**src/rtl/fetch_sequencer_pkg.sv**
```systemverilog
// Shared definitions for the instruction fetch front end: the state encoding,
// the data widths, the word size and the default PC vectors.
package fetch_sequencer_pkg;

    localparam int unsigned XLEN       = 32;
    localparam int unsigned WORD_BYTES = 4;

    localparam logic [XLEN-1:0] DEFAULT_RESET_VECTOR = 32'h0000_0000;
    localparam logic [XLEN-1:0] DEFAULT_EXC_VECTOR   = 32'h0000_0080;

    // IDLE: load the request address from the PC
    // FETCH: memory request outstanding
    // VALID: instruction is waiting for decode
    typedef enum logic [1:0] {
        ST_IDLE  = 2'd0,
        ST_FETCH = 2'd1,
        ST_VALID = 2'd2
    } fetch_state_t;

    // Low address bits that must be zero for a word-aligned target.
    function automatic logic is_misaligned(input logic [XLEN-1:0] addr);
        return (addr[1:0] != 2'b00);
    endfunction

endpackage

```
**src/rtl/fetch_sequencer_next_pc_sel.sv**
```systemverilog
// Next-PC priority mux. Priority order: exception vector, then the exception
// vector for a misaligned redirect, then the redirect target, then seq_base+4.
// Ports:
//   exc_valid, redir_valid, redir_target - redirect request from execute
//   seq_base                             - address the sequential PC follows from
//   target_c                             - selected next address (combinational)
//   redirect_c                           - a redirect event is present this cycle
//   misalign_c                           - redirect target was not word aligned
module fetch_sequencer_next_pc_sel
    import fetch_sequencer_pkg::*;
#(
    parameter logic [XLEN-1:0] EXC_VECTOR = DEFAULT_EXC_VECTOR
) (
    input  logic            exc_valid,
    input  logic            redir_valid,
    input  logic [XLEN-1:0] redir_target,
    input  logic [XLEN-1:0] seq_base,
    output logic [XLEN-1:0] target_c,
    output logic            redirect_c,
    output logic            misalign_c
);

    // A misalignment only counts when no exception takes priority.
    always_comb begin
        target_c   = seq_base + XLEN'(WORD_BYTES);
        redirect_c = exc_valid | redir_valid;
        misalign_c = 1'b0;
        if (exc_valid) begin
            target_c = EXC_VECTOR;
        end else if (redir_valid && is_misaligned(redir_target)) begin
            target_c   = EXC_VECTOR;
            misalign_c = 1'b1;
        end else if (redir_valid) begin
            target_c = redir_target;
        end
    end

endmodule

```
**src/rtl/fetch_sequencer.sv**
```systemverilog
// Instruction fetch sequencer. Owns the PC, issues word requests to
// instruction memory (req/ack) and hands fetched words to decode (valid/ready).
// Redirects and exceptions retarget the PC; a fetch that is outstanding when
// a redirect arrives completes and is then discarded.
// Ports:
//   clk, rst                    - clock, synchronous active-low reset
//   imem_req/addr/ack/rdata     - instruction memory request channel
//   instr_valid/ready/instr/pc  - instruction channel to decode
//   redir_valid/target          - branch taken or jump
//   exc_valid                   - exception, overrides redir_valid
//   misalign_err                - one-cycle pulse for a misaligned redirect
module fetch_sequencer
    import fetch_sequencer_pkg::*;
#(
    parameter logic [XLEN-1:0] RESET_VECTOR = DEFAULT_RESET_VECTOR,
    parameter logic [XLEN-1:0] EXC_VECTOR   = DEFAULT_EXC_VECTOR
) (
    input  logic            clk,
    input  logic            rst,
    output logic            imem_req,
    output logic [XLEN-1:0] imem_addr,
    input  logic            imem_ack,
    input  logic [XLEN-1:0] imem_rdata,
    output logic            instr_valid,
    input  logic            instr_ready,
    output logic [XLEN-1:0] instr,
    output logic [XLEN-1:0] instr_pc,
    input  logic            redir_valid,
    input  logic [XLEN-1:0] redir_target,
    input  logic            exc_valid,
    output logic            misalign_err
);

    fetch_state_t    state;
    logic [XLEN-1:0] pc;
    logic            flush_pend;

    logic [XLEN-1:0] target_c;
    logic            redirect_c;
    logic            misalign_c;

    // The sequential successor is always taken from the request address, so
    // a clean ack advances to imem_addr+4 and wraps naturally at 2^32.
    fetch_sequencer_next_pc_sel #(
        .EXC_VECTOR (EXC_VECTOR)
    ) u_next_pc_sel (
        .exc_valid    (exc_valid),
        .redir_valid  (redir_valid),
        .redir_target (redir_target),
        .seq_base     (imem_addr),
        .target_c     (target_c),
        .redirect_c   (redirect_c),
        .misalign_c   (misalign_c)
    );

    // Handshake outputs are pure decodes of the state register.
    assign imem_req    = (state == ST_FETCH);
    assign instr_valid = (state == ST_VALID);

    // Fetch control, PC and output registers.
    always_ff @(posedge clk) begin
        if (!rst) begin
            state        <= ST_IDLE;
            pc           <= RESET_VECTOR;
            imem_addr    <= '0;
            flush_pend   <= 1'b0;
            instr        <= '0;
            instr_pc     <= '0;
            misalign_err <= 1'b0;
        end else begin
            misalign_err <= misalign_c;
            unique case (state)
                ST_IDLE: begin
                    if (redirect_c) begin
                        pc        <= target_c;
                        imem_addr <= target_c;
                    end else begin
                        imem_addr <= pc;
                    end
                    state <= ST_FETCH;
                end

                ST_FETCH: begin
                    if (!imem_ack) begin
                        // The request address is held until ack; remember
                        // that the returning word is stale.
                        if (redirect_c) begin
                            pc         <= target_c;
                            flush_pend <= 1'b1;
                        end
                    end else if (flush_pend || redirect_c) begin
                        // Drop the word and reissue at the current target.
                        flush_pend <= 1'b0;
                        if (redirect_c) begin
                            pc        <= target_c;
                            imem_addr <= target_c;
                        end else begin
                            imem_addr <= pc;
                        end
                    end else begin
                        instr    <= imem_rdata;
                        instr_pc <= imem_addr;
                        pc       <= target_c;
                        state    <= ST_VALID;
                    end
                end

                ST_VALID: begin
                    // A redirect wins over a simultaneous instr_ready.
                    if (redirect_c) begin
                        pc        <= target_c;
                        imem_addr <= target_c;
                        state     <= ST_FETCH;
                    end else if (instr_ready) begin
                        imem_addr <= pc;
                        state     <= ST_FETCH;
                    end
                end

                default: begin
                    state <= ST_IDLE;
                end
            endcase
        end
    end

endmodule

```
**config.mk**
```make
export PLATFORM = sky130hd
export DESIGN_NAME = fetch_sequencer
export DESIGN_NICKNAME = d
export VERILOG_FILES = /design/src/rtl/fetch_sequencer_pkg.sv /design/src/rtl/fetch_sequencer_next_pc_sel.sv /design/src/rtl/fetch_sequencer.sv
export SDC_FILE = /design/constraint.sdc
export NUM_CORES = 1
export LEC_CHECK = 0
export ABC_AREA = 0
export BUFFER_PORTS_ARGS = -buffer_cell sky130_fd_sc_hd__buf_2
export CORE_MARGIN = 1.5
export CORE_UTILIZATION = 50
export CTS_CLUSTER_SIZE = 40
export DETAILED_ROUTE_END_ITERATION = 8
export PLACE_DENSITY = 0.75
export SLEW_MARGIN = 0
export SYNTH_ARGS = -nofsm -noshare
export SYNTH_HDL_FRONTEND = slang
export SYNTH_SLANG_ARGS = --single-unit
```
**constraint.sdc**
```tcl
create_clock -name clk -period 1.8 [get_ports clk]
set_input_delay 0.36 -clock clk [delete_from_list [all_inputs] [get_ports clk]]
set_output_delay 0.36 -clock clk [all_outputs]
set_load 0.02 [all_outputs]
```
== Word level (Yosys, flattened, before mapping) ==
Cells that the tools add are included.

* Multiply operators: 0
* Bitwise logic cells: 3
* Divide/modulo/power cells: 0
* Reductions and logical operators: 13
* Shifts and indexed selects: 0
* Magnitude comparators: 0
* $add $sub $neg: 1
* Equality and inequality tests: 7
* Mux-type cells: 21

{| class="wikitable"
|+ Operators with widths
! cell !! count
|-
| 32-bit two-way mux || 10
|-
| 32-bit case mux with 3 select lines || 1
|-
| 32-bit case mux with 2 select lines || 1
|-
| 32-bit by 3-bit adder with 32-bit output (second input constant) || 1
|-
| 3-bit AND reduction || 3
|-
| 2-bit two-way mux || 4
|-
| 2-bit by 1-bit != test with 1-bit output (second input constant) || 3
|-
| 2-bit case mux with 3 select lines || 1
|-
| 2-bit nonzero test || 3
|-
| 1-bit two-way mux || 4
|-
| 4-bit AND reduction || 1
|-
| 2-bit OR reduction || 2
|-
| 3-bit by 1-bit != test with 1-bit output (second input constant) || 1
|-
| 3-bit nonzero test || 1
|-
| 2-bit by 1-bit equality test with 1-bit output (second input constant) || 1
|-
| 2-bit equality test (second input constant) || 1
|-
| 2-bit zero test || 1
|-
| 2-bit != test (second input constant) || 1
|-
| 1-bit inverter || 2
|-
| 1-bit logical AND || 1
|-
| 1-bit logical OR || 1
|-
| 1-bit OR || 1
|}

* Memories: 0
* Bits in latches: 0
* RAM bits: 0
* Bits in read-only memories: 0
* Input port bits: 70
* Bits in registers: 132
* Word-level logic and storage cells: 52

== Longest topological paths before layout ==
Gate-level depths: netlist (run 1).

* Word-level depth: 8
* Gate-level depth with buffers: 8

== Modules after synthesis ==
From an unflattened synthesis (run 1), not the netlist that was laid out.

* Cells, all modules: 752
* Area, all modules: 6590.1 µm²

{| class="wikitable"
|+ By module, submodules not included
! module !! times used !! area each (µm²) !! cells an instance
|-
| fetch_sequencer || 1 || 5481.5 || 575
|-
| fetch_sequencer_next_pc_sel || 1 || 1108.6 || 177
|}

== Least setup slack after synthesis (run 1) ==
No wires, ideal clock.

* Path kind: register -> register
* Start point: register imem_addr[2]
* End point: register pc[24]
* Library setup time: 0.073 ns
* Data required time: 1.727 ns
* Stages on the path, launching flop included: 7
* Slack: -0.018 ns
* Arrival: 1.745 ns
* Period minus slack after synthesis: 1.818 ns
* Path through: dfxtp_1 ha_1 nand3_1 nor2_1 nand4_2 or4_1 o211ai_2

* Cells in the longest elaborated chain, start to end: 8

{| class="wikitable"
|+ RTL lines
! item !! RTL line !! text
|-
| from (decl) || fetch_sequencer.sv:21 || <nowiki>output logic [XLEN-1:0] imem_addr,</nowiki>
|-
| from (signal assigned) || fetch_sequencer.sv:76 || <nowiki>imem_addr <= target_c;</nowiki>
|-
| from (signal assigned) || fetch_sequencer.sv:78 || <nowiki>imem_addr <= pc;</nowiki>
|-
| from (signal assigned) || fetch_sequencer.sv:96 || <nowiki>imem_addr <= target_c;</nowiki>
|-
| 32-bit by 3-bit adder with 32-bit output * || fetch_sequencer_next_pc_sel.sv:25 || <nowiki>target_c = seq_base + XLEN'(WORD_BYTES);</nowiki>
|-
| 32-bit two-way mux * || fetch_sequencer_next_pc_sel.sv:33 || <nowiki>end else if (redir_valid) begin</nowiki>
|-
| 32-bit two-way mux * || fetch_sequencer_next_pc_sel.sv:30 || <nowiki>end else if (redir_valid && is_misaligned(redir_target)) begin</nowiki>
|-
| 32-bit two-way mux * || fetch_sequencer_next_pc_sel.sv:28 || <nowiki>if (exc_valid) begin</nowiki>
|-
| 32-bit two-way mux || n/a ||
|-
| 32-bit two-way mux || fetch_sequencer.sv:91 || <nowiki>end else if (flush_pend || redirect_c) begin</nowiki>
|-
| 32-bit two-way mux || fetch_sequencer.sv:84 || <nowiki>if (!imem_ack) begin</nowiki>
|-
| 32-bit case mux with 2 select lines * || fetch_sequencer.sv:72 || <nowiki>unique case (state)</nowiki>
|-
| to (signal assigned) || fetch_sequencer.sv:75 || <nowiki>pc <= target_c;</nowiki>
|-
| to (signal assigned) || fetch_sequencer.sv:88 || <nowiki>pc <= target_c;</nowiki>
|-
| to (signal assigned) || fetch_sequencer.sv:95 || <nowiki>pc <= target_c;</nowiki>
|-
| to (decl) || fetch_sequencer.sv:35 || <nowiki>logic [XLEN-1:0] pc;</nowiki>
|}

Mark *: on every way between the ends. The rest lies on a longest branch, timed or not.
A chain may end at the register's enable or synchronous reset.

== Worst setup path after layout (run 1) ==
* Start point: register imem_addr[10]
* End point: register pc[17]

Same word-level chain as after synthesis.

==> results of run 1 <==
-- worst register-to-register path: stages (launching register included) --
cell and delay, ns:
dfxtp_1 0.49, nand3_1 0.24, nor3b_2 0.21, buf_4 0.21
a21oi_1 0.08, or3_1 0.31, a21oi_1 0.15
-- final timing paths --
check | end | slack [ns] | start | cells past startpoint
setup / recovery | pc[17]$_SDFFE_PN0N_ | 0.04 | imem_addr[10]$_SDFFE_PN0P_ | 6
hold / removal | instr[28]$_SDFFE_PN0P_ | 0.18 | imem_rdata[28] | 3
setup reg to reg | pc[17]$_SDFFE_PN0N_ | 0.04 | imem_addr[10]$_SDFFE_PN0P_ | 6
hold reg to reg | instr[17]$_SDFFE_PN0P_ | 0.45 | instr[17]$_SDFFE_PN0P_ | 2
-- placed cells by master (no fill, tap or decap), types with 5 or more instances in the layout --
cell type	Yosys	routed
and4_1	5	5
nor2_1	21	20
o21ai_0	14	14
a31oi_1	5	5
nand3_1	20	18
xor2_1	16	16
nand2_1	196	196
nor2b_1	15	15
and2_1	5	5
nand2b_1	10	10
o22ai_1	5	5
a22o_1	5	5
buf_2	19	168
or3_1	8	8
and3_1	5	5
dfxtp_1	132	129
a221oi_1	9	9
clkinv_2	0	5
a21oi_1	134	134
clkbuf_16	0	17
o221ai_1	9	9
nor3_1	7	7
xnor2_1	8	8
nand4_1	8	8
buf_4	5	56
-- cell families (layout without fill, tap and decap cells) --
| family | Yosys count | in the layout | share of synthesized area [%] |
|---|---|---|---|
| flops | 132 | 132 | 44.91 |
| compound gates | 201 | 201 | 19.73 |
| simple gates | 321 | 321 | 25.90 |
| xor+xnor | 24 | 24 | 3.572 |
| fa+ha+maj | 1 | 1 | 0.2126 |
| buf+inv | 62 | 264 | 5.677 |
-- registers in the layout (all words and copies together), names as in the netlist --
name,flops
instr,32
state,2
imem_addr,32
pc,32
instr_pc,32
misalign_err,1
flush_pend,1
-- power by group through the flow --
stage / combinational [µW] / sequential [µW] / clock, µW
6_report: 643 / 3030 / 3250
5_1_grt: 692 / 3040 / 3410
4_1_cts: 634 / 3030 / 3260
3_5_place_dp: 631 / 3090 / 0
3_3_place_gp: 618 / 3090 / 0
2_1_floorplan: 302 / 3140 / 0
-- what timing repair did --
item | in CTS | in global routing
pin swaps | 0 | 1
gates resized for setup | 1 | 6
endpoints found under the setup margin | 1 | 14
-- through the flow --
stage	area [µm²]	total power [µW]	hold slack (ns)	utilization, %	cells
final	7676	6926	0.1779	66.94	1086
after global routing	7676	7138	0.1701	66.94	1086
after CTS	7655	6927	0.1671	66.75	1086
after detailed placement	7096	3725	0.4448	61.88	1054
after global placement	7096	3708	0.4353	61.88	1054
after floorplan	5888	3443	0.4273	-	741
-- routing by layer --
| metal | global-route usage (%) | vias up |
|---|---|---|
| met5 | 0 | - |
| met4 | 14.68 | 0 |
| met3 | 6.151 | 49 |
| met2 | 47.65 | 297 |
| met1 | 35.90 | 2912 |
| li1 | - | 2937 |
-- final cells by class --
| type | instances | area (µm²) |
|---|---|---|
| sequential | 132 | 2646 |
| clock inverter | 12 | 107.6 |
| fill | 947 | 3791 |
| multi-input combinational | 547 | 2939 |
| timing repair buffer | 228 | 1341 |
| clock buffer | 20 | 446.7 |
| inverter | 4 | 16.27 |
| tap | 143 | 178.9 |
==> results.py, run 1 <==
metrics = {
    "worst_setup_path": {
        "worstPathRequired_ns": 2.14,
        "max_stage_delay_ns": 0.49,
        "cp_cell_sequence": "nand3_1 -> nor3b_2 -> buf_4 -> a21oi_1 -> or3_1 -> a21oi_1",
        "arrival_ns": 2.11,
        "worstPathMaxFanout": 11,
        "cp_slowest_cell": "dfxtp_1",
        "path_class": "register to register",
        "end_kind": "register",
        "cp_common_cell": "a21oi_1",
        "crit_buf_inv": 1,
        "cp-start-kind": "register",
        "crit_family": "simple AND/OR/NAND/NOR gates",
    },
    "timing": {
        "slew_headroom_pct": 62.28,
        "tns_ns": 0,
        "period_share_pct": 97.97,
        "rsz0062_at_grt": "true",
        "finalSetupViolCount": 0,
        "final.setup.worst_slack_ns": 0.03654,
        "tightestPinTransition_ns": 0.5658,
        "fmax_mhz": 567.1,
        "layout_min_cycle_time_ns": 1.763,
        "skew_ns": 0.005073,
        "hold_violations": 0,
        "finalMaxSlewViolations": 0,
    },
    "clocking": {
        "clock_latency_ns": 0.42,
        "ctsHoldBuffers": 0,
        "cts_tree": "built",
        "clockRootBuffer": "clkbuf_16",
        "numCtsBuffers": 17,
        "post-cts-setup-buffers": 0,
        "htreeDepth": 4,
        "numClockSinks": 132,
        "clk_pin_slew_worst_paths_ns": 0.06,
        "cts.path.max_buffers": 2,
    },
    "place": {
        "gp_congestion": 0.8918,
        "pre_cts_ws_ns": 0.01852,
        "hpwl_um": 12360,
        "portBuffers": 168,
    },
    "grt": {
        "grt_pass1_wl_um": 29100,
        "grt_start_max_net_pins": 94,
        "grt_antenna_before_repair": 0,
        "overflow": 0,
        "grt_pass1_vias": 5918,
        "grt_usage_pct": 28.92,
    },
    "floorplan": {
        "die_h_um": 111.5,
        "coreArea_um2": 11470,
        "start_util_pct": 51.31,
        "ios": 169,
        "die_w_um": 111.5,
        "fp.dieArea_um2": 12430,
        "rows": 39,
    },
    "finish": {
        "final_layout_size_suffix_gt1_share_pct": 30.12,
        "diodes": 0,
        "areaGrowthSynthToFinish_pct": 30.45,
        "final_nets": 1001,
    },
    "route": {
        "firstDrtPassIters": 5,
        "final_antenna_net_count": 0,
        "vias": 6195,
        "wl_met2_um": 8622,
        "wirelength_um": 17950,
        "drt-wirelength-per-cell_um": 16.53,
        "drt_iter0_markers": 522,
        "via_per_inst": 5.704,
        "met1Wirelength_um": 7386,
        "routed-wl-met3_um": 1347,
        "top_layer_used": "met4",
        "drc": 0,
    },
    "power_and_ir_drop": {
        "netSwitchingFraction_pct": 25.44,
        "pwr-share-clk_pct": 46.9,
        "powerDensity_nw_per_um2": 902.3,
        "p_int_uw": 5164,
        "vdd_ir_drop_max_mv": 0.6012,
        "leakage_uw": 0.003199,
        "switchingPower_uw": 1762,
        "power_frac_comb_pct": 9.3,
        "seq_power_share_pct": 43.8,
    },
    "synthesis": {
        "synth_top_cell_area_share_pct": 44.91,
        "yosysMostFrequentCell": "nand2_1",
        "ys_async_sr_fraction_pct": 0,
        "ys_seq_elements": 132,
        "syn_inst": 741,
        "ys_warn_count": 0,
        "synth_nets": 812,
        "yosys.area.top_type": "dfxtp_1",
        "yosys-top-cells-area": "dfxtp_1 (45%), nand2_1 (13%), a21oi_1 (11%)",
        "yosysSeqAreaShare_pct": 44.91,
        "ys_types": 58,
        "syn-cell-area_um2": 5884,
        "synthFlopType": "dfxtp_1",
        "synthTopCellsByCount": "nand2_1 (196), a21oi_1 (134), dfxtp_1 (132), clkbuf_1 (27), nor2_1 (21)",
        "syn_area_per_cell_um2": 7.941,
        "synth_edf_count": 0,
    },
    "run": {
        "drv_cap": 0,
    },
    "min_path": {
        "hp-class": "input port to register",
    },
    "status": {
        "status": "finished clean",
    },
}
No activity file was read; power rests on OpenSTA's default activity.
==> inputs of run 2 (changes only) <==
CORE_MARGIN = unset   (was 1.5)
==> run 2 against run 1 <==
Net effect: maximum frequency is 3.0% higher; critical path type unchanged; critical path depth is 1 higher; flip-flop and latch count stayed put; count of clock-buffer cells in the layout is 4 higher; sequential share of layout area hardly changed.
==> results.py, run 2 (synthesis gave the netlist of run 1 again) <==
metrics = {
    "route": {
        "vias": 6200,
        "firstDrtPassIters": 5,
        "final_antenna_net_count": 0,
        "drc": 0,
        "wirelength_um": 17490,
        "via_per_inst": 5.730,
        "drt_iter0_markers": 555,
        "drt-wirelength-per-cell_um": 16.16,
    },
    "grt": {
        "overflow": 0,
        "grt_pass1_vias": 5779,
        "grt_pass1_wl_um": 28160,
        "grt_antenna_before_repair": 0,
        "grt_usage_pct": 28.59,
        "grt_start_max_net_pins": 68,
    },
    "floorplan": {
        "die_w_um": 110.5,
        "rows": 39,
        "fp.dieArea_um2": 12210,
        "coreArea_um2": 11470,
        "start_util_pct": 51.31,
        "die_h_um": 110.5,
        "ios": 169,
    },
    "place": {
        "hpwl_um": 12200,
        "pre_cts_ws_ns": 0.03261,
        "portBuffers": 168,
        "gp_congestion": 0.9021,
    },
    "timing": {
        "layout_min_cycle_time_ns": 1.713,
        "hold_violations": 0,
        "skew_ns": 0.009485,
        "finalSetupViolCount": 0,
        "finalMaxSlewViolations": 0,
        "final.setup.worst_slack_ns": 0.08731,
        "period_share_pct": 95.15,
        "slew_headroom_pct": 60.56,
        "tightestPinTransition_ns": 0.5915,
        "hold_slack_ns": 0.1775,
        "fmax_mhz": 583.9,
    },
    "clocking": {
        "numCtsBuffers": 17,
        "clock_latency_ns": 0.42,
        "ctsHoldBuffers": 0,
        "htreeDepth": 4,
        "cts.path.max_buffers": 2,
        "clockRootBuffer": "clkbuf_16",
        "clk_pin_slew_worst_paths_ns": 0.06,
        "cts_tree": "built",
        "numClockSinks": 132,
    },
    "worst_setup_path": {
        "end_kind": "register",
        "arrival_ns": 2.07,
        "cp-start-kind": "register",
        "path_class": "register to register",
        "worstPathMaxFanout": 11,
        "worstPathRequired_ns": 2.15,
    },
    "finish": {
        "fillers": 986,
        "final_layout_size_suffix_gt1_share_pct": 29.82,
        "areaGrowthSynthToFinish_pct": 30.43,
        "final_cell_mix": "nand2_1 (196), buf_2 (168), a21oi_1 (133)",
        "diodes": 0,
        "final_nets": 1000,
        "final_common_cell": "nand2_1",
        "fin_util_pct": 66.93,
    },
    "min_path": {
        "hp-class": "input port to register",
    },
    "run": {
        "drv_cap": 0,
    },
    "status": {
        "status": "finished clean",
    },
    "power_and_ir_drop": {
        "leakage_uw": 0.003194,
        "vdd_ir_drop_max_mv": 1.042,
        "powerDensity_nw_per_um2": 897.5,
    },
}
run 2: cell count changes in the layout (fill, tap and decap cells not counted):
cell,delta
nor3_4,-1
nor3_2,+1
nand3_2,-1
clkinv_4,-3
clkbuf_8,+4
clkinvlp_4,-3
buf_4,-3
a21oi_2,+1
nand3_1,+1
inv_6,-1
a21oi_1,-1
buf_12,+1
buf_6,+1
run 2: per-stage QoR:
step	total power (µW)	area (µm²)	std cells	TNS, ns
final	6888	7675	1082	0
after global placement	3703	7101	1053	0
after detailed placement	3718	7101	1053	0
after CTS	6917	7652	1082	0
after global routing	7111	7675	1082	-0.002276
after floorplan	3443	5888	741	0
run 2: what timing repair did:
item | in CTS | in global routing
resized for setup | 0 | 7
setup buffers | 0 | 0
endpoints found under the setup margin | 0 | 57
run 2: where the power goes:
part           total (µW)  leakage [µW]  internal, µW  switching [µW]
registers            3040       0.00107          2990            49.1
logic                 635       0.00185           244             391
clock network        3220      0.000278          2050            1170
total                6890       0.00319          5280            1610
run 2: layout make-up:
class | count | area (µm²) | share of cell area (%)
multi-input cells | 547 | 2932 | 38.20
flip-flops and latches | 132 | 2646 | 34.48
repair buffers | 227 | 1350 | 17.59
clock buffers | 24 | 501.7 | 6.537
well taps | 143 | 178.9 | 2.331
clock inverters | 5 | 50.05 | 0.6521
inverters | 4 | 16.27 | 0.2119
run 2: per-layer routing:
metal	vias to the layer above	GRT usage (%)	part of all wire, %
met3	37	6.806	8.0
met5	-	0	0
met1	2918	34.98	41
li1	2934	-	-
met2	311	48.16	48
met4	0	11.64	2.3
run 2: worst max-delay path, cell delays in order (launching register included):
cell     delay (ns)
dfxtp_2        0.34
buf_4          0.14
and4_1         0.15
nor3b_2        0.15
buf_4          0.18
and3_2         0.21
or3_1          0.35
a21oi_2        0.12
run 2: final timing paths:
check                             from                endpoint  slack [ns]  cells after the start
max          imem_addr[2]$_SDFFE_PN0P_     pc[17]$_SDFFE_PN0N_        0.09                      7
min                      imem_rdata[1]   instr[1]$_SDFFE_PN0P_        0.18                      3
max reg2reg  imem_addr[2]$_SDFFE_PN0P_     pc[17]$_SDFFE_PN0N_        0.09                      7
min reg2reg     instr[14]$_SDFFE_PN0P_  instr[14]$_SDFFE_PN0P_        0.45                      2
==> inputs of run 3 (changes only) <==
--- a/config.mk
+++ b/config.mk
@@ -12,5 +12,4 @@
 export DETAILED_ROUTE_END_ITERATION = 8
 export PLACE_DENSITY = 0.75
-export SLEW_MARGIN = 0
 export SYNTH_ARGS = -nofsm -noshare
 export SYNTH_HDL_FRONTEND = slang
==> constraint.sdc (replaced) <==
create_clock -name clk -period 1.8 [get_ports clk]
set_input_delay 0.09 -clock clk [delete_from_list [all_inputs] [get_ports clk]]
set_output_delay 0.09 -clock clk [all_outputs]
set_load 0.02 [all_outputs]
==> run 3 against run 2 <==
Net effect: the run now ends with negative hold slack left; core utilization rose by 2.2 points; combinational power rose by 7.7%; final area rose by 3.3%; die area did not move; global-route usage rose by 0.80 points; critical path depth fell by 1; clock power barely moved; largest power group unchanged.
==> results.py, run 3 (synthesis gave the netlist of run 1 again) <==
metrics = {
    "route": {
        "drc": 0,
        "routed-wl-met3_um": 1018,
        "final_antenna_net_count": 0,
        "wirelength_um": 17750,
        "drt_iter0_markers": 463,
        "wl_met2_um": 8586,
        "met1Wirelength_um": 7642,
        "via_per_inst": 5.546,
        "drt-wirelength-per-cell_um": 16.01,
        "firstDrtPassIters": 5,
        "vias": 6150,
        "top_layer_used": "met4",
    },
    "timing": {
        "hold_violations": 1,
        "period_share_pct": 94.89,
        "finalSetupViolCount": 0,
        "hold_slack_ns": -0.0004726,
        "fmax_mhz": 585.5,
        "skew_ns": 0.007163,
        "tightestPinTransition_ns": 0.5623,
        "tns_ns": 0,
        "rsz0062_at_grt": "true",
        "slew_headroom_pct": 62.52,
        "layout_min_cycle_time_ns": 1.708,
        "finalMaxSlewViolations": 0,
    },
    "floorplan": {
        "start_util_pct": 51.31,
        "fp.dieArea_um2": 12210,
        "rows": 39,
        "ios": 169,
        "die_h_um": 110.5,
        "die_w_um": 110.5,
        "coreArea_um2": 11470,
    },
    "power_and_ir_drop": {
        "powerDensity_nw_per_um2": 872.9,
        "vdd_ir_drop_max_mv": 0.6659,
        "leakage_uw": 0.003289,
        "p_total_uw": 6922,
    },
    "finish": {
        "diodes": 0,
        "final_layout_size_suffix_gt1_share_pct": 27.74,
        "final_nets": 1026,
        "final_cell_mix": "nand2_1 (195), buf_2 (168), a21oi_1 (134)",
        "fillers": 938,
        "areaGrowthSynthToFinish_pct": 34.77,
        "final_common_cell": "nand2_1",
        "fin_util_pct": 69.15,
    },
    "run": {
        "drv_cap": 0,
    },
    "clocking": {
        "numCtsBuffers": 17,
        "numClockSinks": 132,
        "clk_pin_slew_worst_paths_ns": 0.05,
        "cts_tree": "built",
        "htreeDepth": 4,
        "clockRootBuffer": "clkbuf_16",
        "clock_latency_ns": 0.41,
        "post-cts-setup-buffers": 0,
        "cts.path.max_buffers": 2,
    },
    "place": {
        "gp_congestion": 0.9178,
        "portBuffers": 168,
        "hpwl_um": 11980,
    },
    "status": {
        "violations": "negative hold slack",
        "status": "finished, violations left",
    },
    "worst_setup_path": {
        "cp-start-kind": "register",
        "path_class": "register to register",
        "worstPathRequired_ns": 2.14,
        "arrival_ns": 2.05,
        "end_kind": "register",
        "worstPathMaxFanout": 7,
    },
    "min_path": {
        "hp-class": "input port to register",
    },
    "grt": {
        "grt_antenna_before_repair": 0,
        "grt_start_max_net_pins": 72,
        "grt_pass1_vias": 6017,
        "overflow": 0,
        "grt_usage_pct": 29.40,
        "grt_pass1_wl_um": 29040,
    },
}
run 3: per-layer routing:
layer  vias to the layer above  GRT usage, %
met2                       238         49.28
li1                       2985             -
met5                         -             0
met3                        41         6.367
met4                         0         12.44
met1                      2886         36.40
run 3: final timing paths:
path	startpoint	endpoint	slack, ns	cells past startpoint
worst max-delay path	imem_addr[2]$_SDFFE_PN0P_	pc[24]$_SDFFE_PN0N_	0.09	6
worst min-delay path	redir_target[12]	imem_addr[12]$_SDFFE_PN0P_	-0.0005	3
worst max register to register	imem_addr[2]$_SDFFE_PN0P_	pc[24]$_SDFFE_PN0N_	0.09	6
worst min register to register	instr_pc[4]$_SDFFE_PN0P_	instr_pc[4]$_SDFFE_PN0P_	0.45	2
run 3: repair_timing:
item / in CTS / in global routing
hold endpoints to repair: 34 / 0
hold buffers: 34 / 0
setup endpoints to repair: 0 / 7
resized for setup: 0 / 2
run 3: cell type report:
type                    instances  area, µm²  share of cell area, %
flip-flops and latches        132       2644                  33.34
well taps                     143      178.9                  2.256
clock inverters                 5      50.05                 0.6311
multi-input cells             547       2919                  36.81
inverters                       4      16.27                 0.2051
clock buffers                  25      495.5                  6.248
repair buffers                253       1627                  20.51
run 3: metrics by stage:
stage	area (µm²)	setup slack, ns	hold WS, ns	cells
2_1_floorplan	5888	0.01727	0.1955	741
3_3_place_gp	7041	0.1339	0.3302	1045
3_5_place_dp	7041	0.09803	0.3374	1045
4_1_cts	7926	0.06410	0.0001265	1109
5_1_grt	7930	-0.008798	0.008336	1109
6_report	7930	0.09195	-0.0004726	1109
run 3: worst max-delay path: stages (launching register included):
cell,delay [ns]
dfxtp_2,0.39
ha_1,0.23
nand3_1,0.17
nor2_2,0.21
nand4_2,0.12
or4_1,0.44
o211ai_2,0.08
run 3: power breakdown:
part           total, µW  switching, µW  leakage (µW)  internal [µW]
registers           3040           48.9       0.00107           2990
clock network       3200           1180      0.000273           2020
logic                684            397       0.00195            287
